File: src/rtl/button_gesture_pkg.sv
// Shared types and constants for the push-button gesture classifier.
// Default cycle counts assume a 50 MHz system clock.
package button_pkg;

  localparam int unsigned CNT_W = 32;

  localparam int unsigned DEF_LONG_CYC   = 50_000_000;
  localparam int unsigned DEF_DOUBLE_CYC = 15_000_000;
  localparam int unsigned DEF_REPEAT_CYC = 10_000_000;

  typedef enum logic [2:0] {
    ST_IDLE,
    ST_PRESS1,
    ST_HELD,
    ST_GAP,
    ST_PRESS2
  } gesture_state_t;

endpackage

File: src/rtl/button_gesture.sv
// Classifies a debounced button level into one-cycle short/double/long/repeat
// gesture pulses. All outputs are registered from next-state logic.
module button_gesture
  import button_pkg::*;
#(
  parameter int unsigned LONG_CYC   = DEF_LONG_CYC,
  parameter int unsigned DOUBLE_CYC = DEF_DOUBLE_CYC,
  parameter int unsigned REPEAT_CYC = DEF_REPEAT_CYC
) (
  input  logic clk,
  input  logic rst,
  input  logic btn_level,
  output logic short_press,
  output logic double_press,
  output logic long_press,
  output logic repeat_pulse,
  output logic busy
);

  localparam logic [CNT_W-1:0] LONG_LAST   = CNT_W'(LONG_CYC - 1);
  localparam logic [CNT_W-1:0] DOUBLE_LAST = CNT_W'(DOUBLE_CYC - 1);
  localparam logic [CNT_W-1:0] REPEAT_LAST = CNT_W'(REPEAT_CYC - 1);

  gesture_state_t   r_state;
  gesture_state_t   w_state_nxt;
  logic [CNT_W-1:0] r_cnt;
  logic [CNT_W-1:0] w_cnt_nxt;
  logic [CNT_W-1:0] w_cnt_inc;

  logic r_short, r_double, r_long, r_repeat, r_busy;
  logic w_short, w_double, w_long, w_repeat;

  assign w_cnt_inc = r_cnt + {{(CNT_W-1){1'b0}}, 1'b1};

  always_ff @(posedge clk or posedge rst) begin
    if (rst) begin
      r_state <= ST_IDLE;
      r_cnt   <= '0;
    end else begin
      r_state <= w_state_nxt;
      r_cnt   <= w_cnt_nxt;
    end
  end

  // The level is tested before the counter in every state, so a button
  // change on a timeout edge always wins over the timeout.
  always_comb begin
    w_state_nxt = r_state;
    w_cnt_nxt   = r_cnt;
    w_short     = 1'b0;
    w_double    = 1'b0;
    w_long      = 1'b0;
    w_repeat    = 1'b0;
    unique case (r_state)
      ST_IDLE: begin
        if (btn_level) begin
          w_state_nxt = ST_PRESS1;
          w_cnt_nxt   = '0;
        end
      end
      ST_PRESS1: begin
        if (!btn_level) begin
          w_state_nxt = ST_GAP;
          w_cnt_nxt   = '0;
        end else if (r_cnt == LONG_LAST) begin
          w_state_nxt = ST_HELD;
          w_cnt_nxt   = '0;
          w_long      = 1'b1;
        end else begin
          w_cnt_nxt = w_cnt_inc;
        end
      end
      ST_HELD: begin
        if (!btn_level) begin
          w_state_nxt = ST_IDLE;
        end else if (r_cnt == REPEAT_LAST) begin
          w_cnt_nxt = '0;
          w_repeat  = 1'b1;
        end else begin
          w_cnt_nxt = w_cnt_inc;
        end
      end
      ST_GAP: begin
        if (btn_level) begin
          w_state_nxt = ST_PRESS2;
          w_cnt_nxt   = '0;
        end else if (r_cnt == DOUBLE_LAST) begin
          w_state_nxt = ST_IDLE;
          w_short     = 1'b1;
        end else begin
          w_cnt_nxt = w_cnt_inc;
        end
      end
      ST_PRESS2: begin
        if (!btn_level) begin
          w_state_nxt = ST_IDLE;
          w_double    = 1'b1;
        end
      end
      default: begin
        w_state_nxt = ST_IDLE;
        w_cnt_nxt   = '0;
      end
    endcase
  end

  always_ff @(posedge clk or posedge rst) begin
    if (rst) begin
      r_short  <= 1'b0;
      r_double <= 1'b0;
      r_long   <= 1'b0;
      r_repeat <= 1'b0;
      r_busy   <= 1'b0;
    end else begin
      r_short  <= w_short;
      r_double <= w_double;
      r_long   <= w_long;
      r_repeat <= w_repeat;
      r_busy   <= (w_state_nxt != ST_IDLE);
    end
  end

  assign short_press  = r_short;
  assign double_press = r_double;
  assign long_press   = r_long;
  assign repeat_pulse = r_repeat;
  assign busy         = r_busy;

endmodule

File: config.mk
export PLATFORM = sky130hd
export DESIGN_NAME = button_gesture
export DESIGN_NICKNAME = d
export VERILOG_FILES = /design/src/rtl/button_gesture_pkg.sv /design/src/rtl/button_gesture.sv
export SDC_FILE = /design/constraint.sdc
export NUM_CORES = 1
export LEC_CHECK = 0
export ABC_AREA = 1
export CORE_ASPECT_RATIO = 0.9
export CORE_MARGIN = 4
export CORE_UTILIZATION = 45
export DETAILED_ROUTE_END_ITERATION = 8
export SLEW_MARGIN = 20
export SYNTH_ARGS = -nofsm -noshare
export SYNTH_HDL_FRONTEND = slang
export SYNTH_SLANG_ARGS = --single-unit
File: constraint.sdc
create_clock -name clk -period 2.2 [get_ports clk]
set_input_delay 0.22 -clock clk [delete_from_list [all_inputs] [get_ports clk]]
set_output_delay 0.22 -clock clk [all_outputs]
set_load 0.01 [all_outputs]
==> results by group, run 1 <==
Status
  • Status: completed

Final layout
  • Fraction of layout cells with a size suffix above 1: 8.688%
  • Area Growth Syn to Fin: 11.78%
  • Fin util: 53.03%
  • Fillers: 704
  • Nets: 544
  • Antenna fix cells: 0

Setup path
  • CP peak stage delay: 0.44 ns
  • Worst-path fanout max: 7
  • Cell depth of the worst setup path: 10
  • FF-to-FF End: r_cnt[14]
  • Reg-to-reg startpoint: r_cnt[1]
  • Endpoint type of the worst setup path: flop
  • Kind of critical path: reg -> reg
  • CP Data Arrival Time: 2.16 ns
  • CP Data Required Time: 2.38 ns
  • CP Cell Sequence: ha_4, nand2_1, nor2_4, nand3_1, inv_1, nand3_1, nand2_2, nand3_4, nor2_4, nor2_1
  • CP startpoint kind: flop
  • Setup slack, reg-to-reg: 0.22 ns
  • Slowest-stage cell, CP: dfrtp_1
  • Reg2reg path depth: 10
  • Top Family by Delay on Critical Path: simple AND/OR/NAND/NOR gates
  • Buffers & Inverters on Critical Path: 1

Synthesis
  • Synth Flop Type: dfrtp_1
  • Seq/Total Area, Yosys: 31.20%
  • Largest area contributor in the synthesized netlist: dfrtp_1
  • Syn Std Cell Area: 3208 um^2
  • Most area-consuming cells after synthesis: dfrtp_1, nand2_1, nand3_1
  • FFs w/ async S/R, synth: 100.0%
  • Syn Inst Count: 524
  • Post-synth net total: 528
  • Post-synth EDFFs: 0
  • Distinct cell type count after synthesis: 31
  • Top cell type's share of synthesized area: 31.20%
  • Synth Warn #: 0
  • Register bit total from synthesis: 40
  • Mean Syn Cell Area: 6.122 um^2

Floorplan
  • DIE WIDTH: 97 um
  • Row cnt: 28
  • Core area: 6761 um^2
  • Height of the die: 88.10 um
  • Die area: 8546 um^2
  • I/O Pins: 8
  • Initial Util: 47.45%

Timing
  • Sum of negative setup slack: 0 ns
  • Maximum clock rate: 0.5062 GHz
  • Final hold violation count: 0
  • Slew @ Worst Pin: 0.5078 ns
  • Clock skew: 0.009935 ns
  • Minimum clock period: 1.976 ns
  • Normalized max-slew margin: 66.15%
  • Fin crit share: 89.80%
  • RSZ-0062 raised after global routing: false
  • Final setup vio count: 0
  • Fin. max-slew vios: 0

Clock network
  • Sink Count: 40
  • Max Root-Sink Buffers: 2
  • CTS tree: done
  • Cts hold-fix bufs: 0
  • Clk root buf: clkbuf_8
  • Clock Pin Slew Worst Setup and Hold Paths: 0.09 ns
  • CTS buffer count: 5
  • Clk Latency, worst-skew pair: 0.30 ns
  • Number of H-tree levels: 2

Placed design
  • Placer Congestion: 0.9828
  • HPWL after DPL: 7.119 mm
  • IO buf count: 7

Power and ir drop
  • Internal: 0.001423 W
  • Pwr dens: 668.2 nW/um^2
  • VDD IR-drop max: 0.4819 mV
  • Sequential Power Share: 34.9%
  • Switching pwr: 0.0009729 W
  • Clock Power Share: 27.9%
  • Leakage: 1.721 nW
  • Gate power share: 37.1%
  • Switching Share: 40.60%

Routing
  • Total routed wirelength: 9.587 mm
  • Residual DRC: 0
  • DRT Pass-1 Iters: 5
  • WL/cell: 15.19 um
  • Via total after detailed routing: 3,431
  • DR iter-0 viols: 468
  • Vias per cell: 5.437
  • Antenna-violating nets left: 0

Min path
  • Hold Path Class: in -> async

GRT
  • Gr ovfl total: 0
  • First-pass GRT wire length: 15.52 mm
  • Number of global-route vias before repair: 3,172
  • GRT Total Usage: 22.35%
  • Largest net degree at the start of global routing: 41
  • Initial antenna violation count: 0

Flow run
  • # Max-Cap Violations: 0
==> placed cells by master, fill, tap and decap left out, drive strengths merged <==
master / n
ha: 1
nor3: 9
xor2: 6
buf: 13
o211ai: 3
nand2: 187
nand4: 31
clkdlybuf4s50: 7
clkbuf: 7
nand3b: 2
and3: 2
clkinv: 2
inv: 70
a21oi: 4
nor2: 82
o2111ai: 1
bufinv: 1
nand3: 61
o31ai: 1
dfrtp: 40
o21ai: 10
xnor2: 1
==> power groups by stage <==
stage | Combinational (W) | Clock (W) | Sequential, W
5_1_grt | 0.000977 | 0.000725 | 0.000844
6_report | 0.000890 | 0.000669 | 0.000837
4_1_cts | 0.000836 | 0.000696 | 0.000834
3_5_place_dp | 0.000835 | 0 | 0.000847
2_1_floorplan | 0.000580 | 0 | 0.000841
3_3_place_gp | 0.000826 | 0 | 0.000848
==> timing repair <==
item | CTS | global route
resized for setup | 0 | 5
setup buffers | 0 | 1
endpoints found under the setup margin | 0 | 18
endpoints found under the hold margin | 0 | 0
==> kinds of logic after synthesis <==
logic type	synth area share, %
xor gates and xnor gates	1.911
AOI/OAI and AO/OA	3.393
buffers and inverters	10.34
and+or+nand+nor	52.77
adders and majority gates	0.3900
DFF	31.20
==> metal layers <==
metal	wire, um	vias up	global-route usage, %
met5	0	-	0
met4	62	0	3.444
met3	695	6	2.627
met2	4157	139	36.40
met1	4671	1589	32.72
li1	-	1697	-
==> worst max path at each step <==
| stage | startpoint | to | slack, ns |
|---|---|---|---|
| detailed placement | r_cnt[0] | r_cnt[15] | 0.15 |
| global route | r_cnt[1] | r_cnt[14] | 0.02 |
| finish | r_cnt[1] | r_cnt[14] | 0.22 |
| global placement | r_cnt[0] | r_cnt[27] | 0.26 |
| CTS | r_cnt[0] | r_cnt[25] | 0.14 |
| floorplan | r_cnt[0] | r_cnt[12] | 0.49 |
==> worst reg2reg max path, delay by kind of cell, from the launching register on <==
family | cells | cell delay [ns]
simple gates | 8 | 1.15
flops | 1 | 0.44
fa+ha+maj | 1 | 0.18
buf+inv | 1 | 0.10
==> Yosys cell counts (3+ instances only) <==
library cell	count
a21oi_1	4
buf_2	7
clkbuf_1	3
dfrtp_1	40
inv_1	69
nand2_1	183
nand2_2	3
nand3_1	57
nand4_1	31
nor2_1	71
nor2_2	6
nor2_4	5
nor3_1	7
o211ai_1	3
o21ai_0	8
xor2_1	6
==> sequential cells by signal, indices dropped and copies added, names as in the netlist <==
register      count
r_state           3
long_press        1
r_cnt            32
busy              1
double_press      1
repeat_pulse      1
short_press       1
==> stage by stage <==
step | instances | worst slack (ns) | hold WS [ns] | total power [W] | cell area (um^2)
finish | 631 | 0.2244 | 0.3445 | 0.002396 | 3586
global route | 631 | 0.02372 | 0.4048 | 0.002546 | 3586
CTS | 629 | 0.1353 | 0.3700 | 0.002366 | 3546
detailed placement | 621 | 0.1535 | 0.5373 | 0.001683 | 3420
global placement | 621 | 0.2631 | 0.5203 | 0.001674 | 3420
floorplan | 524 | 0.4856 | 0.4378 | 0.001421 | 3208
==> area by class of cell <==
class	instances	area, um^2	area share (%)
Multi-Input combinational cell	401	1908	53.21
Sequential cell	40	1001	27.91
Inverter	72	270.3	7.537
Timing Repair Buffer	20	167.7	4.676
Tap cell	90	112.6	3.140
Clock buffer	7	96.34	2.687
Clock inverter	1	30.03	0.8374
No activity file was read; power rests on OpenSTA's default activity.
==> inputs of run 2 (changes only) <==
SETUP_SLACK_MARGIN = 0.2   (was unset)
==> run 2 against run 1 <==
Compared with the run above:
- non-clock buffer count up 3
- sequential power about the same
- sequential share of layout area down 0.44 points
- utilization up 1.2 points
- fmax up 3.3%
- first-iteration DRC count down 13%
- clock skew up 0.0011 ns
- critical path depth up 1
==> results by group, run 2 (synthesis results as in run 1) <==
Clock network
  • Clk Latency, worst-skew pair: 0.30 ns
  • Clk root buf: clkbuf_8
  • Number of H-tree levels: 2
  • CTS buffer count: 5
  • Clock Pin Slew Worst Setup and Hold Paths: 0.09 ns
  • Sink Count: 40
  • Max Root-Sink Buffers: 2
  • CTS tree: done

Floorplan
  • Row cnt: 28
  • Die area: 8546 um^2
  • DIE WIDTH: 97 um
  • I/O Pins: 8
  • Core area: 6761 um^2
  • Height of the die: 88.10 um
  • Initial Util: 47.45%

Final layout
  • Max reg flops: 32
  • Biggest register: r_cnt
  • Commonest non-fill, non-tap cell in the layout: nand2_1
  • Nets: 547
  • Antenna fix cells: 0
  • Fraction of layout cells with a size suffix above 1: 11.21%
  • Largest regs: r_cnt (32), r_state (3)
  • Commonest cells after routing, fill and taps aside: nand2_1, nor2_1, inv_1
  • Fin util: 54.22%
  • Post-route cell area: 3666 um^2
  • Area Growth Syn to Fin: 14.27%

Power and ir drop
  • Pwr dens: 671.6 nW/um^2
  • VDD IR-drop max: 0.4048 mV
  • Leakage: 1.751 nW

Placed design
  • Post-place setup slack: 0.1535 ns
  • Placed Area: 3420 um^2
  • IO buf count: 7
  • Placer Congestion: 0.9828
  • HPWL after DPL: 7.119 mm

Setup path
  • Reg2reg path depth: 11
  • CP Data Arrival Time: 2.10 ns
  • Kind of critical path: reg -> reg
  • Setup slack, reg-to-reg: 0.29 ns
  • Reg-to-reg startpoint: r_cnt[0]
  • Endpoint type of the worst setup path: flop
  • FF-to-FF End: r_cnt[31]
  • CP Data Required Time: 2.39 ns
  • CP startpoint kind: flop
  • Worst-path fanout max: 4

Routing
  • WL/cell: 15.10 um
  • Via total after detailed routing: 3,447
  • Residual DRC: 0
  • DR iter-0 viols: 407
  • Total routed wirelength: 9.572 mm
  • DRT Pass-1 Iters: 6
  • Vias per cell: 5.437
  • Antenna-violating nets left: 0

Timing
  • Fin. max-slew vios: 0
  • Fin crit share: 86.92%
  • Final worst setup slack: 0.2877 ns
  • Clock skew: 0.01106 ns
  • Maximum clock rate: 0.5229 GHz
  • RSZ-0062 raised after global routing: true
  • Normalized max-slew margin: 66.22%
  • Final setup vio count: 0
  • Sum of negative setup slack: 0 ns
  • Final hold violation count: 0
  • Minimum clock period: 1.912 ns
  • Slew @ Worst Pin: 0.5067 ns
  • Hold slack: 0.3404 ns

Min path
  • Hold Path Class: in -> async

GRT
  • Number of global-route vias before repair: 3,238
  • Largest net degree at the start of global routing: 41
  • First-pass GRT wire length: 15.88 mm
  • Initial antenna violation count: 0
  • GRT Total Usage: 22.93%
  • Gr ovfl total: 0

Flow run
  • # Max-Cap Violations: 0

Status
  • Status: completed
-- run 2: final cells by class --
cell class / instances / area, um^2
well taps: 90 / 112.6
clock inverters: 1 / 30.03
inverters: 72 / 272.8
multi-input cells: 401 / 1944
clock buffers: 7 / 96.34
repair buffers: 23 / 202.7
flip-flops and latches: 40 / 1007
fillers: 705 / 3095
-- run 2: power breakdown --
part	total (W)	internal, W	switching (W)
Combinational	0.000952	0.000288	0.000664
Clock	0.000674	0.000401	0.000273
Sequential	0.000836	0.000782	0.0000544
-- run 2: routing by layer --
metal / routed length [um] / up-vias / GRT usage, % / share of wire [%]
met1: 4661 / 1586 / 32.96 / 49
met4: 167 / 0 / 4.464 / 1.7
met2: 4102 / 138 / 37.09 / 43
met5: 0 / - / 0 / 0
met3: 639 / 20 / 3.424 / 6.7
li1: - / 1703 / - / -
-- run 2: worst max-delay path: stages (launching register included) --
cell and delay (ns):
dfrtp_1 0.40, buf_4 0.13, buf_4 0.11, nand2_1 0.04
nor2_1 0.08, nand2_1 0.17, nor2_1 0.35, nand3_1 0.19
nand4_1 0.13, nand3_1 0.10, nand2_1 0.07, nand2_1 0.04
-- run 2: worst max-delay path by stage --
| stage | endpoint | startpoint |
|---|---|---|
| after floorplan | r_cnt[12] | r_cnt[0] |
| after global routing | r_cnt[14] | r_cnt[11] |
| final | r_cnt[31] | r_cnt[0] |
| after CTS | r_cnt[25] | r_cnt[1] |
| after detailed placement | r_cnt[15] | r_cnt[0] |
| after global placement | r_cnt[27] | r_cnt[0] |
-- run 2: repair_timing --
item,4_1_cts,5_1_grt
gates cloned,1,0
hold buffers,0,0
pin swaps,3,5
gates resized for setup,4,16
endpoints found under the hold margin,0,0
setup buffers,3,1
endpoints found under the setup margin,17,22
-- run 2: through the flow --
stage	total power, W	std cells
after floorplan	0.001421	524
after detailed placement	0.001683	621
after CTS	0.002453	633
after global routing	0.002612	634
final	0.002462	634
after global placement	0.001674	621
